`config.mk`:
```
export PLATFORM = sky130hd
export DESIGN_NAME = seg_add_pipe_flat
export DESIGN_NICKNAME = d
export VERILOG_FILES = /design/src/rtl/seg_add_if.sv /design/src/rtl/seg_add_pipe.sv /design/src/flat_wrapper.sv
export SDC_FILE = /design/constraint.sdc
export NUM_CORES = 1
export LEC_CHECK = 0
export BUFFER_PORTS_ARGS = -buffer_cell sky130_fd_sc_hd__buf_2
export CAP_MARGIN = 20
export CORE_AREA = 2 2 108 79
export CTS_BUF_LIST = sky130_fd_sc_hd__clkbuf_16
export DETAILED_ROUTE_END_ITERATION = 7
export DIE_AREA = 0 0 110 81
export GPL_TIMING_DRIVEN = 0
export PLACE_DENSITY_LB_ADDON = 0.12
export SYNTH_ARGS = -nofsm -noshare
export SYNTH_HDL_FRONTEND = slang
export SYNTH_SLANG_ARGS = --single-unit
```
`constraint.sdc`:
```
create_clock -name clk -period 5.4 [get_ports clk]
set_input_delay 0 -clock clk [delete_from_list [all_inputs] [get_ports clk]]
set_output_delay 0 -clock clk [all_outputs]
set_load 0.02 [all_outputs]
```
`src/rtl/seg_add_if.sv`:
```
// Operand/result handshake bundle for seg_add_pipe.
// The master drives operands and out_ready; the slave (the adder) returns results.
interface seg_add_if #(
   parameter int unsigned W = 16
) ();
   logic         in_valid;
   logic         in_ready;
   logic [W-1:0] a;
   logic [W-1:0] b;
   logic         sub;
   logic         cin;
   logic         out_valid;
   logic         out_ready;
   logic [W-1:0] sum;
   logic         cout;
   logic         ovf;

   modport master (
      output in_valid, a, b, sub, cin, out_ready,
      input  in_ready, out_valid, sum, cout, ovf
   );

   modport slave (
      input  in_valid, a, b, sub, cin, out_ready,
      output in_ready, out_valid, sum, cout, ovf
   );
endinterface

```
`src/rtl/seg_add_pipe.sv`:
```
// Segmented pipelined adder/subtractor: stage k adds N-bit segment k, carries ripple
// through registers, and skew registers keep every segment of a beat aligned.
module seg_add_pipe #(
   parameter int unsigned W = 16,
   parameter int unsigned N = 4
) (
   input logic      clk,
   input logic      rst,
   seg_add_if.slave bus
);
   localparam int unsigned NS = (N < 1) ? 1 : N;
   localparam int unsigned S  = W / NS;

   if ((N < 1) || ((W % NS) != 0) || (W < NS)) begin : g_bad_param
      $error("seg_add_pipe: W must be a nonzero multiple of N");
   end

   logic en;

   logic         v_q  [S];
   logic         c_q  [S];
   logic [W-1:0] a_q  [S];
   logic [W-1:0] bx_q [S];
   logic [W-1:0] s_q  [S];
   logic         ovf_q;

   logic         v_in  [S];
   logic         c_in  [S];
   logic [W-1:0] a_in  [S];
   logic [W-1:0] bx_in [S];
   logic [W-1:0] s_in  [S];
   logic [N:0]   seg   [S];
   logic         c_d   [S];
   logic [W-1:0] s_d   [S];
   logic         ovf_d;

   // One global enable: the whole pipe freezes while the output beat is held.
   assign en           = !v_q[S-1] || bus.out_ready;
   assign bus.in_ready = en && !rst;

   always_comb begin
      // Stage 0 takes the live operands; sub is folded into b at acceptance.
      v_in[0]  = bus.in_valid && bus.in_ready;
      a_in[0]  = bus.a;
      bx_in[0] = bus.sub ? ~bus.b : bus.b;
      s_in[0]  = '0;
      c_in[0]  = bus.cin;
      for (int k = 1; k < S; k++) begin
         v_in[k]  = v_q[k-1];
         a_in[k]  = a_q[k-1];
         bx_in[k] = bx_q[k-1];
         s_in[k]  = s_q[k-1];
         c_in[k]  = c_q[k-1];
      end
      for (int k = 0; k < S; k++) begin
         seg[k] = {1'b0, a_in[k][k*N +: N]} + {1'b0, bx_in[k][k*N +: N]}
                  + {{N{1'b0}}, c_in[k]};
         s_d[k] = s_in[k];
         s_d[k][k*N +: N] = seg[k][N-1:0];
         c_d[k] = seg[k][N];
      end
      // Carry into the MSB is recovered as a ^ b ^ sum at that bit.
      ovf_d = a_in[S-1][W-1] ^ bx_in[S-1][W-1] ^ s_d[S-1][W-1] ^ c_d[S-1];
   end

   always_ff @(posedge clk) begin
      if (rst) begin
         for (int k = 0; k < S; k++) begin
            v_q[k]  <= 1'b0;
            c_q[k]  <= 1'b0;
            a_q[k]  <= '0;
            bx_q[k] <= '0;
            s_q[k]  <= '0;
         end
         ovf_q <= 1'b0;
      end else if (en) begin
         for (int k = 0; k < S; k++) begin
            v_q[k]  <= v_in[k];
            c_q[k]  <= c_d[k];
            a_q[k]  <= a_in[k];
            bx_q[k] <= bx_in[k];
            s_q[k]  <= s_d[k];
         end
         ovf_q <= ovf_d;
      end
   end

   assign bus.out_valid = v_q[S-1];
   assign bus.sum       = s_q[S-1];
   assign bus.cout      = c_q[S-1];
   assign bus.ovf       = ovf_q;
endmodule
```
`src/flat_wrapper.sv`:
```
// flat-port wrapper written by rule: the top's interface ports become plain ports
module seg_add_pipe_flat 
#(
   parameter int unsigned W = 16,
   parameter int unsigned N = 4
)
  (clk, rst, bus_in_valid, bus_a, bus_b, bus_sub, bus_cin, bus_out_ready, bus_in_ready, bus_out_valid, bus_sum, bus_cout, bus_ovf);
  seg_add_if #(.W(W)) bus_i ();
  input logic clk;
  input logic rst;
  input wire logic [$bits(bus_i.in_valid)-1:0] bus_in_valid;
  input wire logic [$bits(bus_i.a)-1:0] bus_a;
  input wire logic [$bits(bus_i.b)-1:0] bus_b;
  input wire logic [$bits(bus_i.sub)-1:0] bus_sub;
  input wire logic [$bits(bus_i.cin)-1:0] bus_cin;
  input wire logic [$bits(bus_i.out_ready)-1:0] bus_out_ready;
  output wire logic [$bits(bus_i.in_ready)-1:0] bus_in_ready;
  output wire logic [$bits(bus_i.out_valid)-1:0] bus_out_valid;
  output wire logic [$bits(bus_i.sum)-1:0] bus_sum;
  output wire logic [$bits(bus_i.cout)-1:0] bus_cout;
  output wire logic [$bits(bus_i.ovf)-1:0] bus_ovf;
  assign bus_i.in_valid = bus_in_valid;
  assign bus_i.a = bus_a;
  assign bus_i.b = bus_b;
  assign bus_i.sub = bus_sub;
  assign bus_i.cin = bus_cin;
  assign bus_i.out_ready = bus_out_ready;
  assign bus_in_ready = bus_i.in_ready;
  assign bus_out_valid = bus_i.out_valid;
  assign bus_sum = bus_i.sum;
  assign bus_cout = bus_i.cout;
  assign bus_ovf = bus_i.ovf;
  seg_add_pipe #(.W(W), .N(N)) u_core (.clk(clk), .rst(rst), .bus(bus_i));
endmodule
```
### Word-level counts from Yosys, hierarchy flattened

Memory sizes are Yosys's and may differ from the RTL's.
Cells that the tools add are included.
Widths: inputs -> output; s select.

| storage, ports and cells | value |
|---|---|
| register bits after elaboration | 1 |
| memory bits (writable) | 200 |
| input port bits | 38 |
| output and inout port bits | 20 |
| logic and storage cells | 69 |
| memories | 5 |

Memories:

| memory | words | width | read ports | clocked after Yosys merged registers in | write ports | line | text |
|---|---|---|---|---|---|---|---|
| u_core.a_q | 4 | 16 | 3 | 0 | 4 | seg_add_pipe.sv:22 | `logic [W-1:0] a_q [S];` |
| u_core.bx_q | 4 | 16 | 3 | 0 | 4 | seg_add_pipe.sv:23 | `logic [W-1:0] bx_q [S];` |
| u_core.s_q | 4 | 16 | 4 | 0 | 4 | seg_add_pipe.sv:24 | `logic [W-1:0] s_q [S];` |
| u_core.c_q | 4 | 1 | 4 | 0 | 4 | seg_add_pipe.sv:21 | `logic c_q [S];` |
| u_core.v_q | 4 | 1 | 4 | 0 | 4 | seg_add_pipe.sv:20 | `logic v_q [S];` |

| operators by class | value |
|---|---|
| add/subtract/negate cells | 8 |
| muxes and demuxes | 26 |
| bitwise logic cells | 24 |
| reduce and logical (&&, ||, !) cells | 5 |

Operator list:

| operator | count |
|---|---|
| $mux 16 | 13 |
| $add 4x4->5 | 4 |
| $add 5x1->5 | 4 |
| $or 1x1->1 | 20 |
| $not 16->16 | 1 |
| $mux 1 | 13 |
| $xor 1x1->1 | 3 |
| $logic_and 1x1->1 | 2 |
| $logic_not 1->1 | 2 |
| $logic_or 1x1->1 | 1 |

### Logic depth before layout (Yosys ltp)

Gate-level depths: netlist of the first run.
An unclocked memory read counts as a cell.

| depth | value |
|---|---|
| depth after elaboration | 7 |
| depth in mapped cells | 8 |
| gate-level depth less buffers | 7 |

### Least setup slack after synthesis of the first run

Ideal clock, no wire load.

| timing | value |
|---|---|
| kind | reg-to-reg |
| from | memory u_core.v_q[3][0] (netlist: u_core.v_q[0][3]) |
| to | memory u_core.a_q[0][10] (enable) |
| library setup time | 0.414 ns |
| arrival | 1.849 ns |
| setup slack | 3.137 ns |
| stages on the path, launching flop included | 3 |
| buffers on the path | 0 |
| clock period less this slack | 2.263 ns |
| cells stage by stage | edfxtp_1 > nand2b_1 > or2_2 |

RTL lines:

| what | line |
|---|---|
| from (decl) | seg_add_pipe.sv:20 |
| to (decl) | seg_add_pipe.sv:22 |

==> results of run 1 <==
layout make-up:
cell class,instances,share of cell area
Clock buffer,9,0.0435
Clock inverter,7,0.00797
Inverter,15,0.0109
Tap cell,105,0.0254
Buffer,12,0.0155
Sequential cell,97,0.560
Multi-Input combinational cell,164,0.233
Timing Repair Buffer,80,0.104
cell usage in the layout, fill, tap and decap left out:
cell,synthesis,routed
a21o_1,4,4
a21oi_1,7,7
a21oi_2,1,1
and2_1,69,69
buf_16,0,1
buf_2,1,57
buf_4,3,3
buf_6,2,2
clkbuf_16,0,9
clkbuf_2,6,6
clkinv_1,0,1
clkinvlp_4,0,4
dfxtp_1,1,1
dlygate4sd3_1,0,23
edfxtp_1,96,96
fa_1,8,8
ha_1,12,12
inv_1,14,16
inv_2,1,1
nand2_1,1,1
nand2b_1,2,2
nand2b_2,1,1
nor2_1,25,25
nor2b_1,4,4
nor3_1,2,2
o21ai_0,2,2
o21ai_2,1,1
o22ai_1,1,1
or2_4,0,1
xnor2_1,15,15
xor2_1,8,8
flip-flops by register name, summed over array words and instances (netlist names):
register,cells
u_core.a_q,24
u_core.bx_q,24
u_core.c_q,4
u_core.bus.ovf,1
u_core.v_q,4
u_core.s_q,40
power by group:
group | total, W | internal, W | switching [W]
clock network | 0.000561 | 0.000307 | 0.000254
registers | 0.000899 | 0.000886 | 0.0000129
logic | 0.000152 | 0.0000766 | 0.0000752
total | 0.00161 | 0.00127 | 0.000342
routing by layer:
metal,global-route usage,routed length (um),vias up
met3,0.0698,342,7
met5,0,0,-
met1,0.206,3010,975
li1,-,-,1159
met4,0.0494,70,0
met2,0.224,2570,58
worst max-delay path, cell delays in order (launching register included):
cell	delay [ns]
edfxtp_1	0.32
inv_1	0.05
fa_1	0.49
fa_1	0.44
nand2b_1	0.18
a21oi_2	0.16
xnor2_1	0.13
o22ai_1	0.10
worst max-delay path by stage:
stage                                     startpoint                         endpoint  slack, ns
global route        u_core.bx_q[0][44]$_SDFFCE_PN0P_      u_core.bus.ovf$_SDFFE_PP0N_       3.30
detailed placement  u_core.bx_q[0][44]$_SDFFCE_PN0P_      u_core.bus.ovf$_SDFFE_PP0N_       3.43
global placement          u_core.v_q[0][3]$_DFFE_PP_  u_core.bx_q[0][5]$_SDFFCE_PN0P_       2.86
floorplan                 u_core.v_q[0][3]$_DFFE_PP_  u_core.a_q[0][10]$_SDFFCE_PN0P_       3.14
finish              u_core.bx_q[0][44]$_SDFFCE_PN0P_      u_core.bus.ovf$_SDFFE_PP0N_       3.42
CTS                 u_core.bx_q[0][44]$_SDFFCE_PN0P_      u_core.bus.ovf$_SDFFE_PP0N_       3.41
logic make-up (layout without fill, tap and decap cells):
kind of cell / count (synthesis) / after routing
AO/OA/AOI/OAI: 16 / 16
XOR/XNOR: 23 / 23
adder cells (fa/ha/maj): 20 / 20
buffers and inverters: 27 / 123
flip-flops: 97 / 97
AND/OR/NAND/NOR: 105 / 105
per-stage QoR:
| step | power (W) | setup slack, ns |
|---|---|---|
| floorplan | 0.00101 | 3.14 |
| global placement | 0.00105 | 2.86 |
| detailed placement | 0.00106 | 3.43 |
| CTS | 0.00163 | 3.41 |
| global route | 0.00168 | 3.30 |
| finish | 0.00161 | 3.42 |
==> impl_metrics.py, run 1 <==
metrics = {
    "run_status": {
        "status": "finished, final reports clean",
    },
    "synthesis": {
        "async_flop_share": 0,
        "synthSimpleGateAreaFrac": 0.140,
        "synth_compound_area_frac": 0.0233,
        "synth_warnings": 0,
        "synth_top_area_frac": 0.680,
        "synth-seq-area-share": 0.684,
        "ys_ff_latch": 97,
        "synth_nets": 346,
        "synth_xor_area_frac": 0.0475,
        "synth_edf_count": 96,
        "syn_area_um2": 4240,
        "syn-instance-count": 288,
        "synthTopCellsByArea": "edfxtp_1 (68%), and2_1 (10%), fa_1 (3.8%)",
        "yosysMostFrequentCell": "edfxtp_1",
        "ys.flop_type": "edfxtp_1",
        "synth_adder_area_share": 0.0732,
        "synth_top_family_by_area": "simple AND/OR/NAND/NOR gates",
        "synth_area_per_cell_um2": 14.7,
        "synthMuxAreaShare": 0,
        "ys_types": 26,
        "yosys-top-cells-count": "edfxtp_1 (96), and2_1 (69), nor2_1 (25), xnor2_1 (15), inv_1 (14)",
        "yosys.area.top_type": "edfxtp_1",
    },
    "critical_path": {
        "rr_endpoint": "u_core.bus.ovf$_SDFFE_PP0N_",
        "crit_type": "flop to flop",
        "cp-end-kind": "flop",
        "worst-r2r-cell-count": 7,
        "arrival_ns": 2.20,
        "r2r-start": "u_core.bx_q[0][44]$_SDFFCE_PN0P_",
        "start_kind": "flop",
        "cp.required_ns": 5.61,
        "path_max_fanout": 2,
        "timing.reg2reg.setup_slack_ns": 3.42,
    },
    "clocking": {
        "cts.sinks": 97,
        "cts-root-buf": "clkbuf_16",
        "clk_pin_slew_ns": 0.06,
        "clock_latency_ns": 0.34,
        "cts_resized": 0,
        "cts_tree": "built",
        "numCtsBuffers": 9,
        "cts_max_level": 3,
        "holdBufCountCts": 23,
        "cts_buffer_depth": 2,
        "post_cts_buffers": 0,
    },
    "grt": {
        "track_usage": 0.153,
        "grt_pass1_vias": 2042,
        "grt_pass1_wl_mm": 9.68,
        "grt_max_degree": 69,
        "antenna_found_initial": 0,
        "overflow": 0,
    },
    "placement": {
        "dp.cells": 450,
        "finalWeightedCongestion": 0.760,
        "hpwlAfterDp_mm": 3.99,
        "io_buffers": 56,
        "place_area_um2": 4680,
    },
    "finish": {
        "final-seq-area_um2": 2900,
        "multi_input_comb_area_um2": 1200,
        "final_util": 0.646,
        "fillers": 609,
        "fin_cells": 489,
        "drive_gt1_frac": 0.227,
        "insertedDiodeCount": 0,
        "fin_area_um2": 5180,
        "syn_to_final_growth_pct": 22.1,
        "nets": 437,
    },
    "floorplan": {
        "start_util": 0.529,
        "core_area_um2": 8020,
        "die_x_um": 110,
        "die_y_um": 81,
        "rows": 28,
        "pin_count": 58,
        "dieArea_um2": 8910,
    },
    "sta": {
        "hold_violations": 0,
        "grt_setup_unrepaired": "no",
        "slew_headroom": 0.722,
        "maxSlewViolCount": 0,
        "hold_ws_ns": 0.00644,
        "min_period_ns": 1.98,
        "max_clock_freq_mhz": 504,
        "tns_ns": 0,
        "max_slew.worst_pin.slew_ns": 0.417,
        "skew_ns": 0.00911,
        "setup_viol": 0,
        "timing.final.crit_share": 0.367,
    },
    "route": {
        "antenna_left": 0,
        "via_count": 2199,
        "routed_via_density": 4.50,
        "routed_wl_mm": 5.99,
        "drtIter0Drc": 87,
        "routedWlPerCell_um": 12.2,
        "drtPass1Iterations": 4,
        "drc": 0,
    },
    "power": {
        "p_leak_nw": 2.24,
        "power_density_nw_per_um2": 311,
        "ir_drop_mv": 0.195,
    },
    "min_path": {
        "min_path_type": "input pin to flop",
        "worstHoldStart": "bus_b[7]",
        "hold_depth": 3,
        "hold_end": "u_core.bx_q[0][7]$_SDFFCE_PN0P_",
    },
    "run": {
        "cap_violations": 0,
    },
}
No activity file was read; power rests on OpenSTA's default activity.
==> run 2, diff against run 1 <==
==> constraint.sdc (replaced) <==
create_clock -name clk -period 1.9 [get_ports clk]
set_input_delay 0 -clock clk [delete_from_list [all_inputs] [get_ports clk]]
set_output_delay 0 -clock clk [all_outputs]
set_load 0.02 [all_outputs]
==> impl_metrics.py, run 2 (same netlist as run 1, synthesis figures left out) <==
metrics = {
    "run_status": {
        "status": "finished, final reports clean",
    },
    "power": {
        "p_leak_nw": 2.26,
        "p_comb_frac": 0.094,
        "total_power_w": 0.00462,
        "p_seq_frac": 0.553,
        "clkPwrFrac": 0.354,
        "ir_drop_mv": 0.510,
        "switching_share": 0.217,
        "p_int_w": 0.00362,
        "p_switching_w": 0.00100,
        "power_density_nw_per_um2": 890,
    },
    "critical_path": {
        "cp-end-kind": "flop",
        "crit_type": "flop to flop",
        "path_max_fanout": 2,
        "cpMostUsedCell": "fa_2",
        "crit_family": "adder cells",
        "arrival_ns": 2.05,
        "critPathSlowestCell": "fa_2",
        "max_stage_delay_ns": 0.41,
        "cp.required_ns": 2.10,
        "start_kind": "flop",
        "crit_chain": "inv_2 -> fa_2 -> fa_2 -> nand2b_4 -> a21oi_4 -> xnor2_1 -> o22ai_1",
        "path_buf_inv": 1,
    },
    "placement": {
        "finalWeightedCongestion": 0.692,
        "io_buffers": 56,
        "place_ws_ns": -0.116,
        "hpwlAfterDp_mm": 4.06,
    },
    "route": {
        "drtIter0Drc": 90,
        "routedWlPerCell_um": 12.5,
        "drc": 0,
        "antenna_left": 0,
        "routed_wl_mm": 6.11,
        "via_count": 2197,
        "drtPass1Iterations": 4,
        "routed_via_density": 4.50,
    },
    "sta": {
        "min_period_ns": 1.85,
        "skew_ns": 0.00771,
        "setup_ws_ns": 0.0534,
        "timing.final.crit_share": 0.972,
        "setup_viol": 0,
        "maxSlewViolCount": 0,
        "max_clock_freq_mhz": 542,
        "hold_violations": 0,
        "max_slew.worst_pin.slew_ns": 0.493,
        "slew_headroom": 0.671,
    },
    "floorplan": {
        "pin_count": 58,
        "rows": 28,
        "dieArea_um2": 8910,
        "die_y_um": 81,
        "start_util": 0.529,
        "core_area_um2": 8020,
        "die_x_um": 110,
    },
    "finish": {
        "top_register": "u_core.s_q",
        "top_regs": "u_core.s_q: 40 flops, u_core.a_q: 24 flops, u_core.bx_q: 24 flops",
        "drive_gt1_frac": 0.245,
        "mostFrequentLayoutCells": "edfxtp_1 (96), and2_1 (69), buf_2 (57)",
        "mostFrequentLayoutCell": "edfxtp_1",
        "largest_register_ffs": 40,
        "syn_to_final_growth_pct": 22.4,
        "nets": 436,
        "insertedDiodeCount": 0,
    },
    "clocking": {
        "numCtsBuffers": 9,
        "cts.sinks": 97,
        "cts_tree": "built",
        "cts-root-buf": "clkbuf_16",
        "cts_max_level": 3,
        "clk_pin_slew_ns": 0.07,
        "cts_buffer_depth": 2,
        "clock_latency_ns": 0.33,
    },
    "grt": {
        "grt_max_degree": 64,
        "track_usage": 0.154,
        "grt_pass1_vias": 2060,
        "overflow": 0,
        "grt_pass1_wl_mm": 9.91,
        "antenna_found_initial": 0,
    },
    "min_path": {
        "min_path_type": "input pin to flop",
    },
    "run": {
        "cap_violations": 0,
    },
}
## run 2: cell types whose count changed in the layout (fill, tap and decap cells not counted), sizes merged
cell         change
inv              +1
buf              +2
dlygate4sd3      -3
clkinvlp         -3
clkinv           +2
## run 2: what timing repair did
item	in CTS	in global routing
cloned	0	0
gates resized for setup	2	3
endpoints found under the setup margin	2	1
pin swaps	0	5
hold buffers	20	0
buffers inserted	0	2
endpoints found under the hold margin	20	0
## run 2: worst paths after layout
check | from | endpoint | slack, ns | cells after the start
worst min register to register | u_core.bus.ovf$_SDFFE_PP0N_ | u_core.bus.ovf$_SDFFE_PP0N_ | 0.49 | 2
worst max register to register | u_core.c_q[0][2]$_SDFFCE_PN0P_ | u_core.bus.ovf$_SDFFE_PP0N_ | 0.05 | 7
worst max-delay path | u_core.c_q[0][2]$_SDFFCE_PN0P_ | u_core.bus.ovf$_SDFFE_PP0N_ | 0.05 | 7
worst min-delay path | bus_b[11] | u_core.bx_q[0][11]$_SDFFCE_PN0P_ | 0.005 | 3
## run 2: per-stage QoR
| step | TNS, ns | hold WS (ns) | utilization | cell area, um^2 | cells |
|---|---|---|---|---|---|
| finish | 0 | 0.00486 | 0.647 | 5190 | 488 |
| global route | -0.00379 | 0.0134 | 0.647 | 5190 | 488 |
| CTS | 0 | 0.00278 | 0.643 | 5160 | 486 |
| detailed placement | -0.175 | 0.280 | 0.584 | 4680 | 450 |
| global placement | -0.204 | 0.277 | 0.580 | 4660 | 449 |
| floorplan | 0 | 0.198 | - | 4240 | 288 |
## run 2: cell type report
type                       instances  area (um^2)
sequential                        97         2900
buffer                            12         80.1
timing repair buffer              79          523
clock buffer                       9          225
fill                             600         2830
clock inverter                     7         46.3
inverter                          15         56.3
tap                              105          131
multi-input combinational        164         1220
## run 2: power by group through the flow
stage	clock network, W	logic [W]	registers [W]
floorplan	0	0.000247	0.00262
global placement	0	0.000391	0.00260
detailed placement	0	0.000403	0.00260
CTS	0.00166	0.000437	0.00255
global route	0.00175	0.000494	0.00257
finish	0.00163	0.000434	0.00255
## run 2: routing by layer
| layer | vias up | GRT usage | part of all wire |
|---|---|---|---|
| li1 | 1154 | - | - |
| met1 | 981 | 0.220 | 0.50 |
| met2 | 53 | 0.224 | 0.44 |
| met3 | 9 | 0.0409 | 0.041 |
| met4 | 0 | 0.0646 | 0.019 |
| met5 | - | 0 | 0 |
## run 2: tightest hold or removal path: cells and delay by family
family	cells	cell delay, ns
simple gates	1	0.09
buf+inv	1	0.08
xor+xnor	1	0.05
